`src/rtl/clock_time_pkg.sv`:
```
// Shared definitions for the time-of-day core: BCD digit layout, per-digit limits,
// digit indices and the bounded BCD increment used by both edit and run paths.
package clock_time_pkg;

    localparam int TIME_W = 20;
    localparam int SEL_W  = 6;

    localparam int S1_LSB = 0;
    localparam int S1_W   = 4;
    localparam int S2_LSB = 4;
    localparam int S2_W   = 3;
    localparam int M1_LSB = 7;
    localparam int M1_W   = 4;
    localparam int M2_LSB = 11;
    localparam int M2_W   = 3;
    localparam int H1_LSB = 14;
    localparam int H1_W   = 4;
    localparam int H2_LSB = 18;
    localparam int H2_W   = 2;

    typedef enum logic [2:0] {
        DIG_S1 = 3'd0,
        DIG_S2 = 3'd1,
        DIG_M1 = 3'd2,
        DIG_M2 = 3'd3,
        DIG_H1 = 3'd4,
        DIG_H2 = 3'd5
    } digit_e;

    localparam int DIG_LSB [SEL_W] = '{S1_LSB, S2_LSB, M1_LSB, M2_LSB, H1_LSB, H2_LSB};
    localparam int DIG_W   [SEL_W] = '{S1_W, S2_W, M1_W, M2_W, H1_W, H2_W};
    localparam logic [3:0] DIG_MAX [SEL_W] = '{4'd9, 4'd5, 4'd9, 4'd5, 4'd9, 4'd2};
    // H1 limit once the hours tens digit reaches 2 (20..23)
    localparam logic [3:0] H1_MAX_H2 = 4'd3;

    localparam logic [SEL_W-1:0] SEL_FIRST = 6'b000001;

    typedef struct packed {
        logic              wrap;
        logic [TIME_W-1:0] t;
    } digit_step_t;

    function automatic logic [3:0] dig_max(input logic [TIME_W-1:0] t, input digit_e d);
        if (d == DIG_H1 && t[H2_LSB +: H2_W] == H2_W'(DIG_MAX[DIG_H2]))
            return H1_MAX_H2;
        return DIG_MAX[d];
    endfunction

    // Increment one digit field in place; at its limit the field clears and wrap is set.
    function automatic digit_step_t bcd_inc(input logic [TIME_W-1:0] t, input int lsb,
                                            input int w, input logic [3:0] lim);
        digit_step_t       r;
        logic [TIME_W-1:0] mask;
        logic [3:0]        d;
        mask = ((TIME_W'(1) << w) - TIME_W'(1)) << lsb;
        d    = 4'((t & mask) >> lsb);
        if (d >= lim) begin
            r.wrap = 1'b1;
            r.t    = t & ~mask;
        end else begin
            r.wrap = 1'b0;
            r.t    = t + (TIME_W'(1) << lsb);
        end
        return r;
    endfunction

endpackage

```
`src/rtl/clock_time_tick.sv`:
```
// One-second prescaler: counts CLOCK_FREQUENCY cycles and flags the last one.
// While hold is high the count is parked at zero and no tick is produced.
module clock_time_tick #(
    parameter int CLOCK_FREQUENCY = 27_000_000
) (
    input  logic clk,
    input  logic rst,
    input  logic hold,
    output logic tick
);

    localparam int CNT_W = (CLOCK_FREQUENCY > 1) ? $clog2(CLOCK_FREQUENCY) : 1;
    localparam logic [CNT_W-1:0] CNT_LAST = CNT_W'(CLOCK_FREQUENCY - 1);

    logic [CNT_W-1:0] cnt_q;

    assign tick = ~hold & (cnt_q == CNT_LAST);

    always_ff @(posedge clk or posedge rst) begin
        if (rst)
            cnt_q <= '0;
        else if (hold || tick)
            cnt_q <= '0;
        else
            cnt_q <= cnt_q + CNT_W'(1);
    end

endmodule

```
`src/rtl/clock_time_ctrl.sv`:
```
// Time-of-day core: running 24h BCD clock with a button-driven digit editor.
// Define CLOCK_TIME_SEC_CLEAR_EN to zero the seconds whenever write mode is left.
module clock_time_ctrl
    import clock_time_pkg::*;
#(
    parameter int CLOCK_FREQUENCY = 27_000_000
) (
    input  logic              i_clk,
    input  logic              i_rst,
    input  logic              i_mode_is_DT,
    input  logic              i_mode_wr_en,
    input  logic              i_time_left,
    input  logic              i_time_up,
    output logic [SEL_W-1:0]  o_time_sel,
    output logic [TIME_W-1:0] o_time_read_time
);

    logic              wr_en_p1, left_p1, up_p1;
    logic              wr_edge, left_edge, up_edge;
    logic              wr_mode_q, wr_mode_d;
    logic [SEL_W-1:0]  sel_q, sel_d;
    logic [TIME_W-1:0] time_q, time_d;
    logic              tick;
    logic              carry;
    digit_step_t       step;

    function automatic logic [TIME_W-1:0] exit_time(input logic [TIME_W-1:0] t);
`ifdef CLOCK_TIME_SEC_CLEAR_EN
        logic [TIME_W-1:0] r;
        r = t;
        r[S1_LSB +: S1_W] = '0;
        r[S2_LSB +: S2_W] = '0;
        return r;
`else
        return t;
`endif
    endfunction

    clock_time_tick #(
        .CLOCK_FREQUENCY(CLOCK_FREQUENCY)
    ) u_tick (
        .clk  (i_clk),
        .rst  (i_rst),
        .hold (wr_mode_q),
        .tick (tick)
    );

    assign wr_edge   = i_mode_wr_en & ~wr_en_p1;
    assign left_edge = i_time_left & ~left_p1;
    assign up_edge   = i_time_up & ~up_p1;

    always_comb begin
        wr_mode_d = wr_mode_q;
        sel_d     = sel_q;
        time_d    = time_q;
        step      = '0;
        carry     = 1'b0;

        if (i_mode_is_DT) begin
            wr_mode_d = 1'b0;
            sel_d     = '0;
            if (wr_mode_q)
                time_d = exit_time(time_q);
        end else if (wr_edge) begin
            // Mode toggle wins over any coincident cursor/increment edge
            wr_mode_d = ~wr_mode_q;
            sel_d     = wr_mode_q ? '0 : SEL_FIRST;
            if (wr_mode_q)
                time_d = exit_time(time_q);
        end else if (wr_mode_q) begin
            if (up_edge) begin
                for (int i = 0; i < SEL_W; i++) begin
                    if (sel_q[i]) begin
                        step   = bcd_inc(time_q, DIG_LSB[i], DIG_W[i], dig_max(time_q, digit_e'(i)));
                        time_d = step.t;
                    end
                end
                if (sel_q[DIG_H2] && time_d[H2_LSB +: H2_W] == H2_W'(DIG_MAX[DIG_H2])
                    && time_d[H1_LSB +: H1_W] > H1_MAX_H2)
                    time_d[H1_LSB +: H1_W] = '0;
            end
            if (left_edge)
                sel_d = {sel_q[SEL_W-2:0], sel_q[SEL_W-1]};
        end

        // Ticks only arrive outside write mode, so they never collide with edits
        if (!wr_mode_q && tick) begin
            carry = 1'b1;
            for (int i = 0; i < SEL_W; i++) begin
                if (carry) begin
                    step   = bcd_inc(time_d, DIG_LSB[i], DIG_W[i], dig_max(time_d, digit_e'(i)));
                    time_d = step.t;
                    carry  = step.wrap;
                end
            end
        end
    end

    always_ff @(posedge i_clk or posedge i_rst) begin
        if (i_rst) begin
            wr_en_p1  <= 1'b0;
            left_p1   <= 1'b0;
            up_p1     <= 1'b0;
            wr_mode_q <= 1'b0;
            sel_q     <= '0;
            time_q    <= '0;
        end else begin
            wr_en_p1  <= i_mode_wr_en;
            left_p1   <= i_time_left;
            up_p1     <= i_time_up;
            wr_mode_q <= wr_mode_d;
            sel_q     <= sel_d;
            time_q    <= time_d;
        end
    end

    assign o_time_sel       = sel_q;
    assign o_time_read_time = time_q;

endmodule

```
`config.mk`:
```
export PLATFORM = sky130hd
export DESIGN_NAME = clock_time_ctrl
export DESIGN_NICKNAME = d
export VERILOG_FILES = /design/src/rtl/clock_time_pkg.sv /design/src/rtl/clock_time_tick.sv /design/src/rtl/clock_time_ctrl.sv
export SDC_FILE = /design/constraint.sdc
export NUM_CORES = 1
export LEC_CHECK = 0
export CORE_MARGIN = 2
export CORE_UTILIZATION = 41
export CTS_CLUSTER_DIAMETER = 50
export CTS_CLUSTER_SIZE = 12
export DETAILED_ROUTE_END_ITERATION = 10
export PLACE_DENSITY = 0.6
export SYNTH_ARGS = -nofsm -noshare
export SYNTH_HDL_FRONTEND = slang
export SYNTH_SLANG_ARGS = --single-unit
```
`constraint.sdc`:
```
create_clock -name i_clk -period 7.2 [get_ports i_clk]
set_clock_uncertainty 0.15 [all_clocks]
set_input_delay 1.44 -clock i_clk [delete_from_list [all_inputs] [get_ports i_clk]]
set_output_delay 1.44 -clock i_clk [all_outputs]
set_load 0.01 [all_outputs]
```
Word-level counts from Yosys, hierarchy flattened --
Cells that the tools add are included.
Storage, ports and cells: bits in registers 55, latch bits 0, memory bits (writable) 0, bits in read-only memories 0, output and inout port bits 26, word-level logic and storage cells 129, memories 0
Cells by class: add/subtract/negate cells 13, multipliers 0, divide/modulo/power cells 0, $lt $le $gt $ge 13, eq/ne operators 4, shifts and indexed selects 0, muxes and demuxes 75, bitwise operators 8, reduce and logical (&&, ||, !) cells 9
Operators by type and width (count):
- $mux 20 | 32
- $mux 21 | 5
- $mux 4 | 12
- $add 20x1->20 const B | 2
- $add 20x12->20 const B | 2
- $add 20x15->20 const B | 2
- $add 20x19->20 const B | 2
- $add 20x5->20 const B | 2
- $add 20x8->20 const B | 2
- $add 25x1->25 const B | 1
- $eq 25x25->1 const B | 1
- $mux 25 | 1
- $mux 6 | 4
- $mux 1 | 21
- $ge 4x4->1 const B | 4
- $ge 3x3->1 const B | 4
- $ge 4x4->1 | 2
- $eq 2x2->1 const B | 3
- $reduce_bool 3->1 | 2
- $and 1x1->1 | 4
- $ge 2x2->1 const B | 2
- $gt 4x2->1 const B | 1
- $not 1->1 | 4
- $logic_and 1x1->1 | 3
- other kinds (4) | 4

Depth between registers and ports, before layout --
depth in word-level cells 59, mapped depth 28, depth with buffers taken out 28

Cells and area by module --
From an unflattened synthesis, not the netlist that was laid out.
Second synthesis, totals: cell total of the unflattened synthesis 529, area, all modules 4480.5 µm²
Modules (own cells, without submodules):
- clock_time_ctrl | times used 1, cells each 394, area an instance 3115.5 µm²
- clock_time_tick | times used 1, cells each 135, area an instance 1365.1 µm²

Worst setup path before layout --
No wires, ideal clock.
kind input-to-reg, start input i_mode_wr_en, end register time_q[19], in the netlist o_time_read_time[19], setup time 0.128 ns, arrival 6.134 ns, required time 6.922 ns, setup slack 0.789 ns, stages on the path 24, cell sequence nor2b_1 nor3_1 nand2_1 a21oi_1 ha_1 nor2b_1 o21ai_2 nand4_4 xnor2_1 inv_1 ha_1 a31oi_1 nand4_2 a2111oi_2 nand2_1 xnor2_1 ha_1 o311ai_0 o41ai_2 a211oi_2 o31ai_4 a21oi_1 a31oi_1 o31ai_1
Between the ends: longest elaborated chain between the ends 33
Ends and longest elaborated chain:
- from (decl) | line clock_time_ctrl.sv:11 | input logic i_mode_wr_en,
- $and 1x1->1 * | line clock_time_ctrl.sv:48 | assign wr_edge = i_mode_wr_en & ~wr_en_p1;
- $mux 20 * | line clock_time_ctrl.sv:64 | end else if (wr_edge) begin
- $mux 20 * | line clock_time_ctrl.sv:59 | if (i_mode_is_DT) begin
- $add 20x1->20 / $ge 4x4->1 (equally long branches) | line clock_time_pkg.sv:62, clock_time_pkg.sv:57
- $mux 21 | line clock_time_pkg.sv:57 | if (d >= lim) begin
- $mux 20 | line clock_time_ctrl.sv:87 | if (!wr_mode_q && tick) begin
- $add 20x5->20 / $ge 3x3->1 (equally long branches) | line clock_time_pkg.sv:62, clock_time_pkg.sv:57
- $mux 21 | line clock_time_pkg.sv:57
- [18 not listed]
- $mux 21 | line clock_time_pkg.sv:57
- $mux 20 | line clock_time_ctrl.sv:90 | if (carry) begin
- $mux 20 | line clock_time_ctrl.sv:87
- $add 20x19->20 / $ge 2x2->1 (equally long branches) | line clock_time_pkg.sv:62, clock_time_pkg.sv:57
- $mux 20 | line clock_time_pkg.sv:57
- $mux 20 | line clock_time_ctrl.sv:90
- $mux 20 * | line clock_time_ctrl.sv:87
- named net time_d[19] | line clock_time_ctrl.sv:22 | logic [TIME_W-1:0] time_q, time_d;
- to (signal assigned) | line clock_time_ctrl.sv:113 | time_q <= time_d;
- to (decl) | line clock_time_ctrl.sv:22
The timed path passes the listed nets; every way through them passes the cells marked *. The select of a mux whose other input is x is not followed. A chain may end at the register's enable or synchronous reset.

Worst setup path in the final report --
start input i_time_up, end register time_q[15], in the netlist o_time_read_time[15]
Between the ends: longest elaborated chain between the ends 35
Ends and longest elaborated chain:
- from (decl) | line clock_time_ctrl.sv:13 | input logic i_time_up,
- $and 1x1->1 * | line clock_time_ctrl.sv:50 | assign up_edge = i_time_up & ~up_p1;
- $mux 20 * | line clock_time_ctrl.sv:71 | if (up_edge) begin
- $mux 20 * | line clock_time_ctrl.sv:70 | end else if (wr_mode_q) begin
- $mux 20 * | line clock_time_ctrl.sv:64
- $mux 20 * | line clock_time_ctrl.sv:59
- $add 20x1->20 / $ge 4x4->1 (equally long branches) | line clock_time_pkg.sv:62, clock_time_pkg.sv:57
- $mux 21 | line clock_time_pkg.sv:57
- $mux 20 | line clock_time_ctrl.sv:87
- [20 not listed]
- $mux 21 | line clock_time_pkg.sv:57
- $mux 20 | line clock_time_ctrl.sv:90
- $mux 20 | line clock_time_ctrl.sv:87
- $add 20x19->20 / $ge 2x2->1 (equally long branches) | line clock_time_pkg.sv:62, clock_time_pkg.sv:57
- $mux 20 | line clock_time_pkg.sv:57
- $mux 20 | line clock_time_ctrl.sv:90
- $mux 20 * | line clock_time_ctrl.sv:87
- named net time_d[15] | line clock_time_ctrl.sv:22
Marks and branches as above.

==> impl_metrics.ini <==
[status]
status = finished clean

[cts]
h-tree-depth = 2
clock_latency_ns = 0.31
cts_buffers = 5
cts-root-buf = clkbuf_8
cts.hold.buffers_added = 0
path_clk_slew_ns = 0.09
tritoncts = built
clockBufferDepth = 2
cts.sinks = 55

[power_and_ir_drop]
clkPwrFrac = 0.300
p_sw_frac = 0.268
sequentialPowerShare = 0.592
cellInternalPower_w = 0.000418
p_leak_nw = 2.24
p_per_area_nw_per_um2 = 110
power_w = 0.000572
vdd_drop_max_mv = 0.119
power.switching_w = 0.000153
p_comb_frac = 0.108

[placed_design]
io_buffers = 31
gp_congestion = 0.920
place_ws_ns = 0.00473
dp.final_hpwl_mm = 8.29

[layout]
num-fill-cells = 1082
final_cell_mix = 63 x nor2_1, 55 x dfrtp_1, 40 x nand2_1
diodes = 0
layout_commonest_cell = nor2_1
area_delta_synth_final_pct = 13.9
drive_gt1_frac = 0.130
num-nets-final = 609

[floorplanning]
die_area_um2 = 12000
core-area_um2 = 10800
die_height_um = 109
die_x_um = 109
floorplan.initialDensity = 0.421
ios = 32
rows = 38

[setup_path]
crit_path_frequent_cell = ha_1
worstPathRequired_ns = 7.20
crit_arrival_ns = 6.88
cpPeakStageDelay_ns = 0.49
cp_num_buf_inv = 4
startpoint_type = input port
worst_path_max_delay_cell = clkdlybuf4s50_1
critPathKind = input port to register
cp_top_family = compound AO/OA/AOI/OAI gates
crit_path_end_kind = register
crit_fanout = 7

[yosys]
synth_warnings = 0
syn-cell-area_um2 = 4560
async_flop_share = 1.00
ys.flop_type = dfrtp_1
synth_fp_nets = 569
ys_seq_area_frac = 0.302
ys_types = 91
synth_edf_count = 0
syn-mean-instance-area_um2 = 8.51
ys_ff_latch = 55
synthCells = 536

[drt]
firstDrtPassIters = 4
route.antenna.remaining_nets = 0
wl_mm = 11.1
post_drt_wl_per_cell_um = 15.4
vias = 4023
detail_route.vias_per_cell = 5.61
drtIter0Drc = 267
drc = 0

[global_route]
grt_start_max_net_pins = 56
grt_pass1_vias = 3869
grt_usage = 0.193
gr-total-overflow = 0
grt_first_pass_wirelength_mm = 18.5
antenna_found_initial = 0

[sta]
max-slew-margin-rel = 0.327
hold_viol = 0
min_period_ns = 6.88
fin_setup_tns_ns = 0
report.final.slew_viol_count = 0
fmax_mhz = 145
layout_setup_ws_ns = 0.316
worstMarginPinSlew_ns = 1.01
setup_viol = 0
period_share = 0.956
rsz0062_at_grt = no

[hold_path]
hp-class = register to register

[job]
drv_cap = 0
kinds of logic after synthesis:
family | Yosys count | share of synthesized area
DFF | 55 | 0.302
AOI/OAI and AO/OA | 123 | 0.194
buffers and inverters | 51 | 0.0505
and+or+nand+nor | 241 | 0.301
muxes | 11 | 0.0250
xor gates and xnor gates | 28 | 0.0538
adders and majority gates | 27 | 0.0741
timing repair:
item,4_1_cts,5_1_grt
setup buffers,0,3
gates resized for setup,0,9
setup endpoints to repair,0,6
worst min-delay path: stages (launching register included):
cell and delay (ns):
dfrtp_1 0.36, xor2_1 0.07, nor2_1 0.08
cell usage after synthesis, types with 5 or more instances:
library cell  count  share of area
a21o_1            5         0.0082
a21oi_1          35          0.038
a22oi_1           5         0.0082
a31oi_1           7         0.0096
and2_1            6         0.0082
and3_1            7         0.0096
and4_1            5         0.0096
clkbuf_1          8         0.0066
dfrtp_1          55           0.30
ha_1             27          0.074
inv_1            35          0.029
mux2i_1           8          0.018
nand2_1          41          0.034
nand2b_1          7         0.0096
nand3_1          23          0.025
nand4_1          14          0.019
nor2_1           64          0.053
nor2b_1           5         0.0069
nor3_1           13          0.014
nor4_1           11          0.015
o21ai_0          20          0.022
xnor2_1          13          0.025
xor2_1           15          0.029
cell type report:
cell class / instances / area (µm²) / area share
multi-input combinational: 430 / 2990 / 0.574
timing repair buffer: 48 / 438 / 0.0843
inverter: 36 / 135 / 0.0260
clock inverter: 3 / 18.8 / 0.00361
clock buffer: 5 / 68.8 / 0.0132
sequential: 55 / 1380 / 0.265
tap: 140 / 175 / 0.0337
power by group through the flow:
stage,logic (W),registers [W],clock network (W)
finish,0.0000616,0.000338,0.000172
global route,0.0000705,0.000342,0.000192
CTS,0.0000629,0.000338,0.000180
detailed placement,0.0000627,0.000344,0
global placement,0.0000601,0.000344,0
floorplan,0.0000425,0.000340,0
registers in the layout (all words and copies together) (netlist names):
name / cells
left_p1: 1
wr_en_p1: 1
wr_mode_q: 1
up_p1: 1
u_tick.cnt_q: 25
o_time_sel: 6
o_time_read_time: 20
per-layer routing:
layer  GRT usage  wire (µm)  up-vias
li1            -          -     2028
met1       0.258       5260     1899
met2       0.328       5130       81
met3      0.0285        514       15
met4      0.0470        167        0
met5           0          0        -
final timing paths:
check                                 from              endpoint  slack, ns  cells after the start
max                              i_time_up  o_time_read_time[15]       0.32                     26
min                        u_tick.cnt_q[5]       u_tick.cnt_q[5]       0.39                      2
max reg2reg                  o_time_sel[5]  o_time_read_time[15]       0.98                     24
min reg2reg                u_tick.cnt_q[5]       u_tick.cnt_q[5]       0.39                      2
max in group asynchronous            i_rst  o_time_read_time[15]       4.93                      3
min in group asynchronous            i_rst   o_time_read_time[4]       1.49                      3
metrics by stage:
stage,utilization,std cells,cell area (µm²),hold WS (ns)
3_3_place_gp,0.467,706,5060,0.365
5_1_grt,0.479,717,5200,0.423
2_1_floorplan,-,536,4560,0.345
3_5_place_dp,0.467,706,5060,0.370
4_1_cts,0.475,714,5140,0.396
6_report,0.479,717,5200,0.389
Power figures use the tool's default switching activity.
